## config.mk

```make
export PLATFORM = sky130hd
export DESIGN_NAME = gear_button_conditioner
export DESIGN_NICKNAME = d
export VERILOG_FILES = /design/src/rtl/gear_button_conditioner.sv
export SDC_FILE = /design/constraint.sdc
export NUM_CORES = 1
export LEC_CHECK = 0
export ABC_AREA = 1
export BUFFER_PORTS_ARGS = -buffer_cell sky130_fd_sc_hd__buf_2
export CORE_MARGIN = 2
export CORE_UTILIZATION = 60
export DETAILED_ROUTE_END_ITERATION = 6
export PLACE_DENSITY = 0.73
export SYNTH_ARGS = -nofsm -noshare
export SYNTH_HDL_FRONTEND = slang
export SYNTH_SLANG_ARGS = --single-unit
```

## constraint.sdc

```tcl
create_clock -name clk -period 3.7 [get_ports clk]
set_input_delay 0.37 -clock clk [delete_from_list [all_inputs] [get_ports clk]]
set_output_delay 0.37 -clock clk [all_outputs]
set_load 0.02 [all_outputs]
```

## src/rtl/gear_button_conditioner.sv

```systemverilog
// Gear selector front end: two raw push-buttons are synchronised and debounced,
// then turned into single-cycle gear_up/gear_down pulses with auto-repeat and up+down lockout.
module gear_button_conditioner #(
    parameter int DEBOUNCE_CYCLES = 500000,
    parameter int HOLD_CYCLES     = 25000000,
    parameter int REPEAT_CYCLES   = 10000000
) (
    input  logic clk,
    input  logic reset,
    input  logic btn_up_raw,
    input  logic btn_down_raw,
    output logic gear_up,
    output logic gear_down,
    output logic up_level,
    output logic down_level,
    output logic conflict
);

    localparam int CNT_W = (DEBOUNCE_CYCLES > 1) ? $clog2(DEBOUNCE_CYCLES) : 1;
    localparam logic [CNT_W-1:0] DB_LAST     = CNT_W'(DEBOUNCE_CYCLES - 1);
    localparam logic [31:0]      HOLD_LOAD   = 32'(HOLD_CYCLES - 1);
    localparam logic [31:0]      REPEAT_LOAD = 32'(REPEAT_CYCLES - 1);

    localparam logic [1:0] ST_IDLE    = 2'd0;
    localparam logic [1:0] ST_PRESSED = 2'd1;
    localparam logic [1:0] ST_REPEAT  = 2'd2;
    localparam logic [1:0] ST_LOCKED  = 2'd3;

    // Channel index 0 is the up button, index 1 the down button.
    logic [1:0]       raw_s;
    logic [1:0]       sync1_r;
    logic [1:0]       sync2_r;
    logic [1:0]       stable_r;
    logic [1:0]       stable_next_s;
    logic [CNT_W-1:0] db_cnt_r      [2];
    logic [CNT_W-1:0] db_cnt_next_s [2];
    logic [1:0]       state_r       [2];
    logic [1:0]       state_next_s  [2];
    logic [31:0]      timer_r       [2];
    logic [31:0]      timer_next_s  [2];
    logic [1:0]       pulse_s;
    logic             conflict_s;
    logic             gear_up_r;
    logic             gear_down_r;
    logic             conflict_r;

    assign raw_s = {btn_down_raw, btn_up_raw};

    // Two-flop synchroniser for both raw buttons.
    always_ff @(posedge clk or negedge reset) begin
        if (!reset) begin
            sync1_r <= 2'b00;
            sync2_r <= 2'b00;
        end else begin
            sync1_r <= raw_s;
            sync2_r <= sync1_r;
        end
    end

    // Debounce: stable flips once sync2 has disagreed with it for DEBOUNCE_CYCLES cycles in a row.
    always_comb begin
        stable_next_s = stable_r;
        for (int c = 0; c < 2; c++) begin
            db_cnt_next_s[c] = '0;
            if (sync2_r[c] != stable_r[c]) begin
                if (db_cnt_r[c] == DB_LAST) begin
                    stable_next_s[c] = ~stable_r[c];
                    db_cnt_next_s[c] = '0;
                end else begin
                    db_cnt_next_s[c] = db_cnt_r[c] + CNT_W'(1);
                end
            end else begin
                db_cnt_next_s[c] = '0;
            end
        end
    end

    // Debounce state registers; stable doubles as the level output register.
    always_ff @(posedge clk or negedge reset) begin
        if (!reset) begin
            stable_r <= 2'b00;
            for (int c = 0; c < 2; c++) begin
                db_cnt_r[c] <= '0;
            end
        end else begin
            stable_r <= stable_next_s;
            for (int c = 0; c < 2; c++) begin
                db_cnt_r[c] <= db_cnt_next_s[c];
            end
        end
    end

    // The FSM reacts to the level being written this edge, so the first pulse lines up with the level change.
    assign conflict_s = stable_next_s[0] & stable_next_s[1];

    // Per-channel press/repeat FSM; the timer counts down to zero and is reloaded on every pulse.
    always_comb begin
        pulse_s = 2'b00;
        for (int c = 0; c < 2; c++) begin
            state_next_s[c] = state_r[c];
            timer_next_s[c] = timer_r[c];
            if (conflict_s) begin
                state_next_s[c] = ST_LOCKED;
                timer_next_s[c] = 32'd0;
            end else begin
                case (state_r[c])
                    ST_IDLE: begin
                        if (stable_next_s[c] && !stable_r[c]) begin
                            pulse_s[c]      = 1'b1;
                            timer_next_s[c] = HOLD_LOAD;
                            state_next_s[c] = ST_PRESSED;
                        end else begin
                            timer_next_s[c] = 32'd0;
                        end
                    end
                    ST_PRESSED, ST_REPEAT: begin
                        if (!stable_next_s[c]) begin
                            state_next_s[c] = ST_IDLE;
                            timer_next_s[c] = 32'd0;
                        end else if (timer_r[c] == 32'd0) begin
                            pulse_s[c]      = 1'b1;
                            timer_next_s[c] = REPEAT_LOAD;
                            state_next_s[c] = ST_REPEAT;
                        end else begin
                            timer_next_s[c] = timer_r[c] - 32'd1;
                        end
                    end
                    ST_LOCKED: begin
                        timer_next_s[c] = 32'd0;
                        if (!stable_next_s[c]) begin
                            state_next_s[c] = ST_IDLE;
                        end else begin
                            state_next_s[c] = ST_LOCKED;
                        end
                    end
                    default: begin
                        state_next_s[c] = ST_IDLE;
                        timer_next_s[c] = 32'd0;
                    end
                endcase
            end
        end
    end

    // FSM state, timers and registered pulse/conflict outputs.
    always_ff @(posedge clk or negedge reset) begin
        if (!reset) begin
            for (int c = 0; c < 2; c++) begin
                state_r[c] <= ST_IDLE;
                timer_r[c] <= 32'd0;
            end
            gear_up_r   <= 1'b0;
            gear_down_r <= 1'b0;
            conflict_r  <= 1'b0;
        end else begin
            for (int c = 0; c < 2; c++) begin
                state_r[c] <= state_next_s[c];
                timer_r[c] <= timer_next_s[c];
            end
            gear_up_r   <= pulse_s[0] & ~pulse_s[1];
            gear_down_r <= pulse_s[1] & ~pulse_s[0];
            conflict_r  <= (state_next_s[0] == ST_LOCKED) && (state_next_s[1] == ST_LOCKED);
        end
    end

    assign gear_up    = gear_up_r;
    assign gear_down  = gear_down_r;
    assign up_level   = stable_r[0];
    assign down_level = stable_r[1];
    assign conflict   = conflict_r;

endmodule

```

==> results by group <==
Global route
  • Grt total ovfl: 0
  • Initial antenna violation count: 0
  • Number of global-route vias before repair: between 5000 and 6000
  • Largest net degree at the start of global routing: 66
  • First-pass GRT wire length: between 20000 and 25000 microns
  • Overall routing resource usage: 0.2679

Yosys
  • YS warnings: 0
  • Distinct cells, synth: 40
  • #FFs+latches synth: between 100 and 150
  • EDFF count, synth: 0
  • Mapped Nets: around 870
  • Synth Instances: between 800 and 900
  • Top FF cell, synth: dfrtp_1
  • Netlist Area Pre-Place: ~6500 sq um
  • Sequential area share after synthesis: 0.4398
  • Post-synthesis async set-or-reset flop share: 1.000
  • Synthesized area per cell: approximately 7.7 sq um

Layout
  • Nets: between 800 and 900
  • Multi-input logic area: approximately 3200 sq um
  • Fill count: around 920
  • Flip-flop and latch area: around 2900 sq um
  • Area delta synth->final: 12.35%
  • N_diodes: 0
  • Share of cells above drive strength 1: 0.09481
  • Post-route insts no fill: roughly 1000

STA
  • FMAX: approximately 0.42 GHz
  • Fin. max-slew vios: 0
  • Slew margin rel.: 0.4402
  • Skew final: between 9 and 10 ps
  • Setup tns final: 0 ps
  • RSZ-0062 raised after global routing: false
  • Min Tclk post-route: around 2400 ps
  • Final setup viols: 0
  • Crit share post-route: 0.6488
  • Hold Vio Cnt, Final: 0
  • Worst Tran Pin Value: approximately 840 ps

CTS
  • # clock sinks: 115
  • Skew-Pair Late Insertion Delay: 530 ps
  • TritonCTS clock tree: built
  • Clock transition at the registers of the reported paths: 60 ps
  • CTS buffer count: 17
  • # resized after CTS: 0
  • Root buffer cell: clkbuf_8
  • H-tree depth: 4
  • Bufs on Longest Clock Path: 2

Power
  • Seq pwr share: 0.431
  • Clock Power Share: 0.551
  • Psw: ~600 uW
  • Power density cells: 401.7 nW/um^2
  • Lkg Pwr: about 0.004 uW
  • Switching share of power: 0.2041
  • Internal Power: 2351 uW
  • Combinational share of power: 0.018
  • Max IR drop VDD: 0.0003727 V

Route
  • TritonRoute pass-1 iters: 6
  • WL per Instance: 14.13 microns
  • Initial drt markers: ~400
  • WL final: ~14000 microns
  • Drt via density: between 5 and 6
  • Post-route ant nets: 0
  • Vias: between 5000 and 6000
  • # DRC: 0

Flow run
  • Max-cap viol count: 0

Floorplanning
  • I/O pin cnt: 9
  • Starting density of the core: 0.6090
  • Rows: 38
  • Chip width: between 100 and 150 microns
  • Die ar.: around 12000 sq um
  • Die height: about 110 microns
  • Area of the core: between 10000 and 15000 sq um

Critical path
  • Endpoint type of the worst setup path: flop
  • Req. time, crit path: approximately 4100 ps
  • CP max FO: 11
  • Critical path arrival: ~2800 ps
  • Kind of critical path: reg2reg
  • Crit path launch type: flop

Hold path
  • Hold/Removal Path Class: reg2reg

Placed design
  • IO Port Bufs: 8
  • DP HPWL: 10310 microns
  • Cell count after placement: 993
  • Routability cong.: between 0.9 and 1

Outcome
  • Status: finished, final reports clean
[sequential cells by signal, summed over array words and instances, names as in the netlist]
register	flops
state_r	4
sync1_r	2
stable_r	2
gear_down	1
conflict	1
sync2_r	2
gear_up	1
db_cnt_r	38
timer_r	64
[per-layer routing]
| metal | global-route usage | vias up | part of all wire |
|---|---|---|---|
| li1 | - | 2751 | - |
| met1 | 0.3570 | 2673 | 0.46 |
| met5 | 0 | - | 0 |
| met2 | 0.4357 | 150 | 0.48 |
| met3 | 0.06872 | 28 | 0.051 |
| met4 | 0.07326 | 0 | 0.014 |
[final timing paths]
kind	start	endpoint	slack [ps]	cells after the start
hold reg to reg	sync1_r[1]	sync2_r[1]	370	0
min in group asynchronous	reset	timer_r[45]	460	2
hold / removal	sync1_r[1]	sync2_r[1]	370	0
setup / recovery	db_cnt_r[19]	timer_r[62]	1300	10
max in group asynchronous	reset	timer_r[0]	2490	3
setup reg to reg	db_cnt_r[19]	timer_r[62]	1300	10
[cells in the mapped netlist (2+ instances only)]
master / n / share of area
inv_1: 111 / 0.064
a21oi_1: 52 / 0.040
o21ai_0: 31 / 0.024
nand2_2: 5 / 0.0048
buf_4: 2 / 0.0023
nor3b_1: 3 / 0.0034
xor2_1: 35 / 0.047
and3_1: 2 / 0.0019
or2_2: 5 / 0.0048
xnor2_1: 15 / 0.020
nor3_1: 21 / 0.016
dfrtp_1: 115 / 0.44
inv_2: 2 / 0.0011
nor2_2: 18 / 0.017
a31oi_1: 6 / 0.0057
nor2_4: 5 / 0.0086
clkinv_1: 2 / 0.0011
nand3_2: 4 / 0.0061
nand3_1: 55 / 0.042
o21a_1: 2 / 0.0023
nand2_4: 2 / 0.0034
nand2_1: 150 / 0.086
nand3b_1: 2 / 0.0023
or2_0: 2 / 0.0019
nor2_1: 158 / 0.091
clkbuf_1: 5 / 0.0029
ha_1: 14 / 0.027
nor3_2: 3 / 0.0046
nand4_1: 15 / 0.014
[critical path, stage by stage (launching register included)]
cell	delay, ps
dfrtp_1	370
ha_1	210
nand2_1	120
nor2_4	180
nand4_1	140
nand2_2	140
nand2_1	90
inv_1	240
nand3_4	150
or2_1	470
nor2_2	190
[power by group through the flow]
| stage | combinational [uW] | clock [uW] | sequential (uW) |
|---|---|---|---|
| finish | 53.2 | 1630 | 1270 |
| detailed placement | 51.2 | 0 | 1290 |
| global placement | 49.9 | 0 | 1290 |
| floorplan | 17.2 | 0 | 1290 |
| CTS | 55.8 | 1650 | 1270 |
| global route | 63.0 | 1710 | 1270 |
[stage by stage]
stage	cell area [sq um]	util	hold WS, ps	power (uW)	worst slack, ps
global placement	6731	0.6265	363.0	1343	1465
finish	7352	0.6842	373.4	2954	1299
floorplan	6544	-	74.41	1310	1827
detailed placement	6731	0.6265	362.4	1345	1327
global route	7352	0.6842	380.4	3042	1079
CTS	7352	0.6842	377.9	2981	1321
[timing repair]
action,4_1_cts,5_1_grt
hold endpoints to repair,66,0
hold buffers,3,0
setup endpoints to repair,0,0
buffers inserted,0,0
[cells by family after synthesis]
| group | after synthesis | synth area share |
|---|---|---|
| DFF | 115 | 0.4398 |
| and+or+nand+nor | 454 | 0.3157 |
| xor gates and xnor gates | 50 | 0.06692 |
| adders and majority gates | 14 | 0.02677 |
| buffers and inverters | 125 | 0.07457 |
| AOI/OAI and AO/OA | 95 | 0.07629 |
[area by class of cell]
type	count	share of cell area
clock buffer	22	0.06297
sequential	115	0.3914
clock inverter	8	0.01736
multi-input combinational	613	0.4323
tap	140	0.02383
inverter	116	0.05956
timing repair buffer	12	0.01259
[cell usage in the layout (no fill, tap or decap), types with 15 or more instances in the layout]
master / count
nor2_1: 158
nand2_1: 150
dfrtp_1: 115
inv_1: 111
nand3_1: 55
a21oi_1: 52
xor2_1: 35
o21ai_0: 31
nor3_1: 21
nor2_2: 18
clkbuf_16: 16
nand4_1: 15
xnor2_1: 15
Power figures use the tool's default switching activity.
